<file path="src/rtl/id_hazard_req_pkg.sv">
// id_hazard_req_pkg: stall bus layout, scoreboard slot record and load-use match
package id_hazard_req_pkg;
  localparam int STALL_W = 8;
  localparam int STALL_IDEX = 2;
  localparam int STALL_EXMEM = 3;
  localparam int STALL_MEMWB = 4;
  localparam int REG_W = 5;
  typedef logic [REG_W-1:0] reg_addr_t;
  typedef struct packed {
    logic v;
    logic ld;
    reg_addr_t rd;
  } slot_t;
  typedef enum logic [1:0] {SLOT_HOLD, SLOT_LOAD, SLOT_BUBBLE} slot_op_t;
  function automatic logic slot_hit(slot_t s, logic rs1_ren, reg_addr_t rs1, logic rs2_ren, reg_addr_t rs2);
    return s.v & s.ld & (s.rd != '0) & ((rs1_ren & (rs1 == s.rd)) | (rs2_ren & (rs2 == s.rd)));
  endfunction
endpackage

</file>
<file path="src/rtl/id_hazard_req_hz_slot.sv">
// hz_slot: one {v, ld, rd} scoreboard register with load / bubble / hold select
module hz_slot
  import id_hazard_req_pkg::*;
(
  input  logic       clk,
  input  logic       rst_n,
  input  logic [1:0] op,
  input  logic [6:0] d,
  output logic [6:0] q
);
  slot_op_t sel;
  assign sel = slot_op_t'(op);
  always_ff @(posedge clk)
    q <= !rst_n ? '0 : sel == SLOT_LOAD ? d : sel == SLOT_BUBBLE ? '0 : q;
endmodule

</file>
<file path="src/rtl/id_hazard_req.sv">
// id_hazard_req: decode-stage load-use hazard requester with stall watchdog and counter
module id_hazard_req
  import id_hazard_req_pkg::*;
#(
  parameter bit MEM_LOAD_FWD = 1'b1,
  parameter int WDOG_MAX = 15
) (
  input  logic        clk,
  input  logic        rst_n,
  input  logic [7:0]  stall,
  input  logic        flush,
  input  logic        id_valid,
  input  logic        id_rs1_ren,
  input  logic        id_rs2_ren,
  input  logic [4:0]  id_rs1_addr,
  input  logic [4:0]  id_rs2_addr,
  input  logic        id_rd_we,
  input  logic        id_is_load,
  input  logic [4:0]  id_rd_addr,
  output logic        stallreq_id,
  output logic        wdog_err,
  output logic [3:0]  stall_streak,
  output logic [31:0] stall_total
);
  slot_t ex_q, mem_q, id_d;
  slot_op_t ex_op, mem_op;
  logic unused_stall;
  logic ex_hit, mem_hit;
  assign unused_stall = ^{stall[7:5], stall[1:0]};
  assign id_d = '{v: id_valid & id_rd_we, ld: id_is_load, rd: id_rd_addr};
  always_comb begin
    ex_op = !stall[STALL_IDEX] ? (flush ? SLOT_BUBBLE : SLOT_LOAD)
          : !stall[STALL_EXMEM] ? SLOT_BUBBLE : SLOT_HOLD;
    mem_op = !stall[STALL_EXMEM] ? SLOT_LOAD : !stall[STALL_MEMWB] ? SLOT_BUBBLE : SLOT_HOLD;
  end
  hz_slot u_ex (.clk(clk), .rst_n(rst_n), .op(ex_op), .d(id_d), .q(ex_q));
  hz_slot u_mem (.clk(clk), .rst_n(rst_n), .op(mem_op), .d(ex_q), .q(mem_q));
  assign ex_hit = slot_hit(ex_q, id_rs1_ren, id_rs1_addr, id_rs2_ren, id_rs2_addr);
  assign mem_hit = slot_hit(mem_q, id_rs1_ren, id_rs1_addr, id_rs2_ren, id_rs2_addr);
  assign stallreq_id = id_valid & ~flush & (ex_hit | (~MEM_LOAD_FWD & mem_hit));
  always_ff @(posedge clk)
    if (!rst_n) begin
      stall_streak <= '0;
      wdog_err <= 1'b0;
      stall_total <= '0;
    end else begin
      stall_streak <= stallreq_id ? stall_streak + 4'(stall_streak != 4'hF) : '0;
      wdog_err <= wdog_err | (stallreq_id & (int'(stall_streak) >= WDOG_MAX));
      stall_total <= stall_total + 32'(stallreq_id);
    end
endmodule
</file>
<file path="config.mk">
export PLATFORM = sky130hd
export DESIGN_NAME = id_hazard_req
export DESIGN_NICKNAME = d
export VERILOG_FILES = /design/src/rtl/id_hazard_req_pkg.sv /design/src/rtl/id_hazard_req_hz_slot.sv /design/src/rtl/id_hazard_req.sv
export SDC_FILE = /design/constraint.sdc
export NUM_CORES = 1
export LEC_CHECK = 0
export ABC_AREA = 1
export BUFFER_PORTS_ARGS = -buffer_cell sky130_fd_sc_hd__buf_2
export CORE_UTILIZATION = 51
export DETAILED_ROUTE_END_ITERATION = 12
export GPL_ROUTABILITY_DRIVEN = 0
export PLACE_DENSITY = 0.79
export SYNTH_ARGS = -nofsm -noshare
export SYNTH_HDL_FRONTEND = slang
export SYNTH_SLANG_ARGS = --single-unit
</file>
<file path="constraint.sdc">
create_clock -name clk -period 2.5 [get_ports clk]
set_clock_uncertainty 0.15 [all_clocks]
set_input_delay 0.5 -clock clk [delete_from_list [all_inputs] [get_ports clk]]
set_output_delay 0.5 -clock clk [all_outputs]
set_load 0.05 [all_outputs]
</file>
Word-level counts from Yosys, hierarchy flattened --
Index checks and enable logic that the tools add are counted. Widths: inputs -> output; s select.
Operators by class: add/subtract/negate cells 2, multiply operators 0, divide/modulo/power cells 0, $lt $le $gt $ge 1, eq/ne operators 5, shift-type cells 0, muxes and demuxes 5, bitwise logic cells 12, reductions and logical operators 3
Operators with widths (count):
- $add 32x1->32 | 1
- $mux 7 | 2
- $eq 5x5->1 | 2
- $and 1x1->1 | 9
- $mux 2 | 3
- $reduce_bool 5->1 | 1
- $add 4x1->4 | 1
- $ge 4x4->1 const B | 1
- $ne 4x4->1 const B | 1
- $eq 2x1->1 const B | 1
- $eq 2x2->1 const B | 1
- $or 1x1->1 | 2
- $reduce_and 2->1 | 1
- $reduce_bool 2->1 | 1
- $not 1->1 | 1
Storage, ports and cells: bits in registers 44, latch bits 0, RAM bits 0, memory bits (read-only) 0, input port bits 31, output and inout port bits 38, logic and storage cells 32, memories 0

Longest topological paths before layout --
Gate-level depths: netlist (run 1).
depth after elaboration 7, gate-level depth with buffers 16, gate-level depth less buffers 16

Cells and area by module --
From an unflattened synthesis (run 1), not the netlist that was laid out.
Unflattened totals: cells, all modules 369, area total of the unflattened synthesis 2458.6 µm²
Modules (own cells, without submodules):
- id_hazard_req | times used 1, cells an instance 336, area each 2187.1 µm², seq. area each 740.7 µm²
- hz_slot | times used 1, cells an instance 33, area each 271.5 µm², seq. area each 140.1 µm²

Worst setup path after synthesis (run 1) --
Ideal clock, no wire load.
path kind input to register, start point input port id_rs2_addr[1], end point register stall_total[18], library setup time 118 ps, data arrival time 2944 ps, required time 2232 ps, path slack -712 ps, stages on the path 15, path buffers 0, path through inv_1 nand2_1 nand2_1 nor2_1 nand3_1 a21oi_1 ha_1 ha_1 nand2_1 nor2_4 nand3_1 nor2_1 nand4_1 nand2_1 nor2_1
Between the ends: word-level cells in the longest chain between the ends 6
RTL lines:
- from (decl) | RTL line id_hazard_req.sv:16 | input logic [4:0] id_rs2_addr,
- $eq 5x5->1 | RTL line id_hazard_req_pkg.sv:16 | return s.v & s.ld & (s.rd != '0) & ((rs1_ren & (rs1 == s.rd)) | (rs2_ren & (rs2 == s.rd)));
- $and 1x1->1 | RTL line id_hazard_req_pkg.sv:16
- $or 1x1->1 | RTL line id_hazard_req_pkg.sv:16
- $and 1x1->1 | RTL line id_hazard_req_pkg.sv:16
- $and 1x1->1 | RTL line id_hazard_req.sv:40 | assign stallreq_id = id_valid & ~flush & (ex_hit | (~MEM_LOAD_FWD & mem_hit));
- via stallreq_id | RTL line id_hazard_req.sv:20 | output logic stallreq_id,
- $add 32x1->32 | RTL line id_hazard_req.sv:49 | stall_total <= stall_total + 32'(stallreq_id);
- to (signal assigned) | RTL line id_hazard_req.sv:49
- to (decl) | RTL line id_hazard_req.sv:23 | output logic [31:0] stall_total
The timed path passes the listed nets, and every way through them passes these cells. A chain may end at the register's enable or synchronous reset.

Worst setup path after layout (run 1) --
start point register u_ex.q[5], end point register stall_total[16]
Between the ends: word-level cells in the longest chain between the ends 5
RTL lines:
- from (decl) | RTL line id_hazard_req_hz_slot.sv:9 | output logic [6:0] q
- from (signal assigned) | RTL line id_hazard_req_hz_slot.sv:14 | q <= !rst_n ? '0 : sel == SLOT_LOAD ? d : sel == SLOT_BUBBLE ? '0 : q;
- $and 1x1->1 (3 in series) | RTL line id_hazard_req_pkg.sv:16
- $and 1x1->1 | RTL line id_hazard_req.sv:40
- $add 32x1->32 | RTL line id_hazard_req.sv:49
No other way between the ends.

==> impl_results.md, run 1 <==
* First-pass GRT wire length at 9920 µm
* Commonest non-fill, non-tap cell in the layout: nand2_1
* Post-CTS setup buffer count at 0
* Nets at 482
* Hold Buf Count CTS at 0
* Lkg Pwr at ~1.3 nW
* Post-DP HPWL at 4560 µm
* Non-filler cells, final at 500
* Register area share after synthesis at 0.378
* Setup crit start kind: flop
* Setup TNS at 0 ns
* Ports at between 60 and 70
* Max FO, Critical Path at 4
* Final core utilization at 0.672
* Number of global-route vias before repair at 2325
* Max transition margin at 0.706
* Clk sink count at 44
* Final setup fails at 0
* Drt initial violations at about 110
* Core area at between 0.004 and 0.005 mm²
* Synth Area in Simple Gates at 0.422
* Clk buf depth at 2
* DR DRC count at 0
* Total power at 1.24 mW
* CP max stage delay at 0.34 ns
* Compound-cell area share of the yosys netlist at 0.0869
* Worst Hold Class: reg -> reg
* Diodes inserted at 0
* Inst Count DP at just under 500
* Hold Violations, Final at 0
* Unrepaired setup endpoints after global routing: false
* First drt pass iteration count at 4
* Grt total ovfl at 0
* Worst skew pair latency at ~0.29 ns
* Post-Route WL at about 5700 µm
* Cell mode on critical path: nand2_1
* Die X at 69.6 µm
* Worst EP arrival at 2.36 ns
* Via Count at 2529
* Die Footprint at 0.00485 mm²
* Pin count of the biggest net entering global routing at 26
* Chip height at 69.6 µm
* Syn Nets at 411
* Status: complete, no violations
* Peak supply drop at 325 µV
* CP Capture Type: flop
* H-tree lvl count at 2
* Xor and xnor area share after synthesis at 0.0225
* Max-cap violations at 0
* Tcrit/Tclk final at 0.935
* Power per cell area at 421 mW/mm²
* Setup WS pre-CTS at -0.0672 ns
* Port buffer count at 62
* CP Data Required Time at 2.52 ns
* Netlist cell types at 22
* Crit path cell chain: nand2_1, nor3b_1, nand2_1, a21oi_4, ha_4, ha_4, nand2_4, nor2_4, nand2_1, nor2_1, xnor2_1, nor2_1
* Cts bufs inserted at 5
* Final Max Slew Viols at 0
* Reg clk slew, reported paths at ~0.080 ns
* Proportion of layout cells with a drive suffix above 1 at 0.230
* Average wire per standard cell at 11.5 µm
* Gate count of the mapped netlist at roughly 380
* Synthesized flop and latch total at 44
* Crit-path slowest cell: dfxtp_1
* Commonest cells after routing, fill and taps aside: nand2_1, nor2_1, buf_2
* Adder-Cell Fraction of Synth Area at 0.0215
* Number of cell rows at 24
* Fmax at 0.428 GHz
* Via/cell ratio at about 5.1
* Largest family of logic cells by synthesized area: simple AND/OR/NAND/NOR gates
* Worst slew pin tran at 0.441 ns
* CTS tree: yes
* Worst setup path class: reg -> reg
* Synth warnings at 0
* Mux share of post-synthesis cell area at 0
* Antenna violations before repair at 0
* Area grow syn2layout at 26.4%
* Starting density of the core at 0.532
* Final ANT Viol Nets at 0
* Syn Area/Cell at a little over 6 µm²
* Total track usage at 0.249
* Mapped Area at ~0.0023 mm²
* Final WS setup at roughly 0.16 ns
* Root buf cell: clkbuf_8
* Crit path time final at 2.34 ns
## metal layers
layer	GRT usage	wire [µm]	vias up
met4	0.0711	74	0
met1	0.313	2570	1133
met5	0	0	-
met2	0.434	2790	64
met3	0.0480	296	9
li1	-	-	1323
## worst max-delay path, delay by kind of cell (launching register included)
kind	cells	cell delay, ns
AND/OR/NAND/NOR	8	1.09
AO/OA/AOI/OAI	1	0.17
flip-flops	1	0.34
XOR/XNOR	1	0.13
adder cells (fa/ha/maj)	2	0.32
## path summary, 6_finish.rpt
| path | start | end | slack, ns | cells past startpoint |
|---|---|---|---|---|
| max | u_ex.q[5] | stall_total[16] | 0.16 | 12 |
| min | wdog_err | wdog_err | 0.30 | 2 |
| max reg2reg | u_ex.q[5] | stall_total[16] | 0.16 | 12 |
| min reg2reg | wdog_err | wdog_err | 0.30 | 2 |
## state kept, by name, indices dropped and copies added, names as in the netlist
register,cells
wdog_err,1
u_ex.q,7
stall_total,32
stall_streak,4
## where the power goes
group | internal, mW | total, mW | switching, mW
logic | 0.0303 | 0.0732 | 0.0429
clock network | 0.221 | 0.459 | 0.239
registers | 0.704 | 0.708 | 0.00412
## what timing repair did
action / 4_1_cts / 5_1_grt
hold endpoints to repair: 0 / 0
resized for setup: 0 / 7
endpoints found under the setup margin: 0 / 13
## kinds of logic (layout without fill, tap and decap cells)
kind of cell | count (synthesis) | count (layout)
and+or+nand+nor | 241 | 241
AOI/OAI and AO/OA | 38 | 38
buffers and inverters | 43 | 115
DFF | 44 | 44
adders and majority gates | 4 | 4
xor gates and xnor gates | 6 | 6
## Yosys cell counts
cell	instances	area share
nor3b_1	1	0.0032
dfxtp_1	44	0.38
nor2_1	80	0.13
nand2_1	127	0.20
and3_1	1	0.0027
nor3_1	3	0.0064
clkbuf_1	4	0.0064
nor2_2	1	0.0027
o21bai_1	1	0.0032
xor2_1	4	0.015
nand3b_1	8	0.026
a31oi_1	2	0.0054
a21oi_1	26	0.056
o21a_1	3	0.0097
ha_1	4	0.021
o21ai_0	6	0.013
nand3_1	14	0.030
nand4_1	5	0.013
inv_1	38	0.061
xnor2_1	2	0.0075
nor2_4	1	0.0048
inv_2	1	0.0016
## area by class of cell
cell class                 count  area (µm²)
tap                           52        65.1
timing repair buffer          68         355
clock buffer                   6        82.6
clock inverter                 2        10.0
sequential                    44         887
fill                         426        1440
multi-input combinational    289        1380
inverter                      39         169
## metrics by stage
| stage | area, µm² | hold WS [ns] |
|---|---|---|
| finish | 2950 | 0.298 |
| CTS | 2930 | 0.303 |
| global placement | 2840 | 0.292 |
| detailed placement | 2840 | 0.290 |
| floorplan | 2440 | 0.291 |
| global route | 2950 | 0.312 |
Power figures use the tool's default switching activity.
==> run 2, diff against run 1 <==
- CAP_MARGIN: not set -> 20
- CORE_MARGIN: not set -> 5
- SETUP_SLACK_MARGIN: not set -> 0.3
==> run 2 against run 1 <==
Against the previous run:
- sequential power barely moved
- hold slack got worse by 0.0044 ns
- largest cell class unchanged
- die area rose by 24%
- power rose by 0.69%
- largest power group unchanged
- routed wire length rose by 12%
- critical path type unchanged
- via count rose by 2.9%
- design area rose by 6.6%
- flip-flop and latch count did not move
- cell count rose by 1.8%
==> impl_results.md, run 2 (same netlist as run 1, synthesis figures left out) <==
* Status: complete, no violations
* Die X at 77.6 µm
* Max transition margin at 0.703
* Hold Violations, Final at 0
* Post-layout instance area at 0.00314 mm²
* Worst setup path class: reg -> reg
* Clk buf depth at 2
* Setup crit start kind: flop
* Pin count of the biggest net entering global routing at 26
* Die Footprint at 0.00603 mm²
* Average wire per standard cell at ~13 µm
* Worst EP arrival at about 2.3 ns
* Setup WS pre-CTS at -0.0519 ns
* H-tree lvl count at 2
* Antenna violations before repair at 0
* Biggest regs: stall_total x32, u_ex.q x7, stall_streak x4
* Via/cell ratio at 5.11
* Max-cap violations at 0
* Grt total ovfl at 0
* Total track usage at 0.219
* Core area at 0.00438 mm²
* Drt initial violations at 128
* Unrepaired setup endpoints after global routing: true
* Root buf cell: clkbuf_8
* Final ANT Viol Nets at 0
* Area grow syn2layout at 34.7%
* CP Capture Type: flop
* Chip height at 77.6 µm
* Via Count at 2603
* Reg with most FFs: stall_total
* Commonest non-fill, non-tap cell in the layout: nand2_1
* Peak supply drop at between 300 and 400 µV
* Diodes inserted at 0
* Cts bufs inserted at 5
* Nets at 491
* Port buffer count at 62
* Final setup fails at 0
* Number of flip-flops in the largest register at 32
* # fillers at ~370
* First drt pass iteration count at 4
* Post-Route WL at 6440 µm
* Tcrit/Tclk final at 0.905
* Hold Buf Count CTS at 0
* Clk sink count at 44
* Final Max Slew Viols at 0
* Crit path time final at 2.26 ns
* Worst skew pair latency at 0.30 ns
* Number of global-route vias before repair at about 2.5k
* Power per cell area at between 300 and 400 mW/mm²
* Starting density of the core at 0.532
* Multi-input logic area at 0.00148 mm²
* Inst Count DP at 492
* Number of cell rows at 24
* Final WS setup at 0.238 ns
* Reg clk slew, reported paths at roughly 0.080 ns
* Post-DP HPWL at 4840 µm
* Worst slew pin tran at 0.445 ns
* Non-filler cells, final at 509
* CP Data Required Time at 2.55 ns
* Area after DPL at 0.00286 mm²
* Final core utilization at 0.717
* Commonest cells after routing, fill and taps aside: nand2_1, nor2_1, buf_2
* Fmax at 0.442 GHz
* Lkg Pwr at 1.33 nW
* CTS tree: yes
* First-pass GRT wire length at 10900 µm
* Worst Hold Class: in -> reg
* Proportion of layout cells with a drive suffix above 1 at 0.304
* Ports at 69
* DR DRC count at 0
* Max FO, Critical Path at 5
* Setup TNS at 0 ns
* Reg area at 895 µm²
## run 2: cell types whose count changed in the layout (fill, tap and decap cells not counted), sizes merged
| cell | previous run | this run |
|---|---|---|
| buf | 68 | 77 |
| clkbuf | 6 | 8 |
| clkinv | 2 | 0 |
## run 2: path summary, 6_finish.rpt
kind	endpoint	cells past startpoint	start	slack, ns
max	stall_total[18]	15	u_ex.q[4]	0.24
min	u_ex.q[3]	3	id_rd_addr[3]	0.29
max reg2reg	stall_total[18]	15	u_ex.q[4]	0.24
min reg2reg	wdog_err	2	wdog_err	0.29
## run 2: worst max-delay path, stage by stage, from the launching register on
cell	delay, ns
dfxtp_4	0.37
inv_2	0.04
nand2_2	0.06
nand2_2	0.04
nor2_2	0.10
nand3_2	0.11
a21oi_4	0.20
ha_4	0.17
ha_4	0.14
nand2_4	0.05
nor2_4	0.19
nand3_4	0.14
nor2_4	0.17
nand4_1	0.09
nand2_1	0.07
nor2_1	0.05
## run 2: per-stage QoR
stage                     hold WS, ns  power (mW)
after floorplan                 0.291       0.766
after global placement          0.281       0.795
after detailed placement        0.285       0.797
after CTS                       0.290        1.25
after global routing            0.285        1.29
final                           0.294        1.25
## run 2: report_power, final
| part | internal (mW) | switching [mW] |
|---|---|---|
| clock | 0.226 | 0.236 |
| sequential | 0.702 | 0.00392 |
| combinational | 0.0338 | 0.0483 |
## run 2: repair_timing
action / CTS / global route
pin swaps: 11 / 15
setup buffers: 5 / 4
resized for setup: 18 / 22
setup endpoints to repair: 15 / 21
## run 2: cell type report
class                           instances  area share
Tap cell                               52      0.0207
Timing Repair Buffer                   77       0.141
Sequential cell                        44       0.285
Inverter                               39      0.0546
Clock buffer                            8      0.0287
Multi-Input combinational cell        289       0.470
## run 2: metal layers
layer	share of wire	global-route usage
met1	0.44	0.261
met2	0.48	0.380
met3	0.069	0.0556
met4	0.016	0.0756
met5	0	0
==> run 3, diff against run 2 <==
- CORE_UTILIZATION: 51 -> 52
- PLACE_DENSITY: 0.79 -> 0.8
- SYNTH_HIERARCHICAL: not set -> 1
==> run 3 against run 2 <==
Against the previous run:
- critical path depth fell by 1
- critical path type unchanged
- flip-flop and latch count did not move
- largest cell class unchanged
- combinational power grew 3.2%
- critical endpoint unchanged
- highest routed layer unchanged
- clock-buffer cell count unchanged
- sequential share of layout area shrank 0.20 points
==> impl_results.md, run 3 <==
* CP Launch Point: u_ex/q[2]
* Bufs and invs on worst path at 2
* Worst slew pin tran at 0.714 ns
* Reg2reg end: stall_total[18]
* Reg clk slew, reported paths at 0.08 ns
* Core area at 0.00466 mm²
* Number of synthesized flops with an enable pin at 0
* Lkg Pwr at 1.44 nW
* Number of cell rows at 25
* Setup crit start kind: flop
* Cell taking the most area after synthesis: dfxtp_1
* Clk buf depth at 2
* Nets at 481
* Crit-path slowest cell: dfxtp_4
* Synth Area in Simple Gates at 0.443
* Power per cell area at 393 mW/mm²
* Worst setup path class: reg -> reg
* Fmax at roughly 0.44 GHz
* Total track usage at 0.198
* Die X at 78.8 µm
* Crit. path cell count at 14
* Adder-Cell Fraction of Synth Area at 0.0254
* Number of global-route vias before repair at around 2.3k
* Biggest regs: stall_total x32, u_ex/q x7, stall_streak x4
* Largest family of logic cells by synthesized area: simple AND/OR/NAND/NOR gates
* Post-DP HPWL at 4720 µm
* Worst Hold Slack at 0.309 ns
* Unrepaired setup endpoints after global routing: true
* Crit path time final at 2.27 ns
* CTS tree: yes
* First-pass GRT wire length at approximately 9800 µm
* Mux share of post-synthesis cell area at 0
* Antenna violations before repair at 0
* CP Data Required Time at 2.54 ns
* Register area share after synthesis at 0.358
* Most used flip-flop cell after synthesis: dfxtp_1
* Final ANT Viol Nets at 0
* Max FO, Critical Path at 4
* Worst reg-to-reg path cell count at 14
* CP max stage delay at 0.38 ns
* Root buf cell: clkbuf_8
* Pin count of the biggest net entering global routing at 22
* Chip height at 78.8 µm
* First drt pass iteration count at 5
* Worst Hold Class: in -> reg
* Reg with most FFs: stall_total
* Gate count of the mapped netlist at 369
* Delay-heaviest family, CP: simple AND/OR/NAND/NOR gates
* Worst skew pair latency at ~0.30 ns
* Mapped Area at 0.00246 mm²
* Async set or reset register ratio after synthesis at 0
* Drt initial violations at ~140
* Crit path cell chain: inv_4, nand2_2, nand2_2, nor2_2, nand3_2, a21oi_4, ha_4, ha_4, nand2_4, nor2_4, nand4_4, buf_4, nor3b_2, nor2_1
* Total power at 1.24 mW
* Diodes inserted at 0
* Reg-to-Reg Start: u_ex/q[2]
* Status: complete, no violations
* Hold Violations, Final at 0
* Die Footprint at 0.00620 mm²
* Max transition margin at 0.524
* Most frequent cell after synthesis: nand2_1
* Final setup fails at 0
* Via Count at 2505
* Ports at 69
* Cts bufs inserted at 5
* Final Max Slew Viols at 0
* Number of flip-flops in the largest register at 32
* Area share of the largest cell type after synthesis at 0.358
* Reg2Reg Setup Slack at 0.23 ns
* Commonest cells after routing, fill and taps aside: nand2_1, buf_2, nor2_1
* Post-Route WL at 6230 µm
* Synthesized flop and latch total at 44
* Crit path to: stall_total[18]
* Clk sink count at 44
* Xor and xnor area share after synthesis at 0.0321
* Synth top cells by count: nand2_1, nor2_1, dfxtp_1
* Netlist cell types at 34
* Commonest non-fill, non-tap cell in the layout: nand2_1
* Area grow syn2layout at 28.7%
* H-tree lvl count at 2
* Port buffer count at between 60 and 70
* Synth area leaders: dfxtp_1, nand2_1, nor2_1
* Tcrit/Tclk final at 0.909
* Synth warnings at 6
* Starting density of the core at 0.528
* Syn Nets at 405
* CP Capture Type: flop
* Via/cell ratio at 5.01
* Syn Area/Cell at 6.66 µm²
* DR DRC count at 0
* Compound-cell area share of the yosys netlist at 0.0682
* Grt total ovfl at 0
* Peak supply drop at 295 µV
* Proportion of layout cells with a drive suffix above 1 at 0.318
* Average wire per standard cell at 12.5 µm
* Hold Buf Count CTS at 0
* Max-cap violations at 0
* Worst EP arrival at 2.32 ns
-- run 3: cell types whose count changed after synthesis, sizes merged, moves of 2 or more --
cell,delta
a21oi,-3
a31oi,-2
inv,+3
nand2,-7
nand3,+10
nand3b,-3
nor2,-12
o21a,-3
xnor2,+2
-- run 3: area by class of cell --
class / instances / area, µm²
clock buffers: 8 / 90.1
fillers: 414 / 1500
inverters: 42 / 168
multi-input cells: 279 / 1550
flip-flops and latches: 44 / 895
well taps: 54 / 67.6
repair buffers: 73 / 395
-- run 3: what timing repair did --
action	in CTS	in global routing
setup endpoints to repair	19	23
buffers inserted	4	6
resized for setup	14	27
pin swaps	7	19
-- run 3: layer usage --
layer | wire length, µm | GRT usage
met5 | 0 | 0
met1 | 2670 | 0.234
met3 | 340 | 0.0465
met4 | 59 | 0.0559
met2 | 3160 | 0.357
-- run 3: logic make-up (layout without fill, tap and decap cells) --
group                      count (synthesis)  count (layout)
AOI/OAI and AO/OA                         31              31
xor gates and xnor gates                   9               9
adders and majority gates                  5               5
buffers and inverters                     46             123
DFF                                       44              44
and+or+nand+nor                          234             234
-- run 3: how the worst min path moves through the flow --
stage / endpoint / from / depth (start not counted)
floorplan: u_ex/q[6] / u_ex/q[6] / 2
CTS: u_ex/q[3] / id_rd_addr[3] / 3
finish: u_ex/q[4] / id_rd_addr[4] / 3
detailed placement: wdog_err / wdog_err / 2
global route: u_ex/q[4] / id_rd_addr[4] / 3
global placement: wdog_err / wdog_err / 2
-- run 3: worst register-to-register path, cell delays in order, from the launching register on --
cell	delay [ns]
dfxtp_4	0.38
inv_4	0.05
nand2_2	0.06
nand2_2	0.06
nor2_2	0.12
nand3_2	0.12
a21oi_4	0.19
ha_4	0.17
ha_4	0.16
nand2_4	0.07
nor2_4	0.14
nand4_4	0.13
buf_4	0.18
nor3b_2	0.15
nor2_1	0.06
-- run 3: where the power goes --
part           switching, mW  leakage [nW]  internal (mW)
registers            0.00212         0.358          0.699
logic                 0.0521          1.04         0.0326
clock network          0.231        0.0455          0.225
-- run 3: stage by stage --
stage               setup slack, ns  area (µm²)  std cells  TNS (ns)  utilization
floorplan                   0.00390        2510        369         0            -
global placement             0.0108        2880        482         0        0.617
detailed placement          -0.0309        2880        482   -0.0329        0.617
CTS                           0.293        3050        494         0        0.654
global route                 0.0962        3160        500         0        0.679
finish                        0.228        3160        500         0        0.679
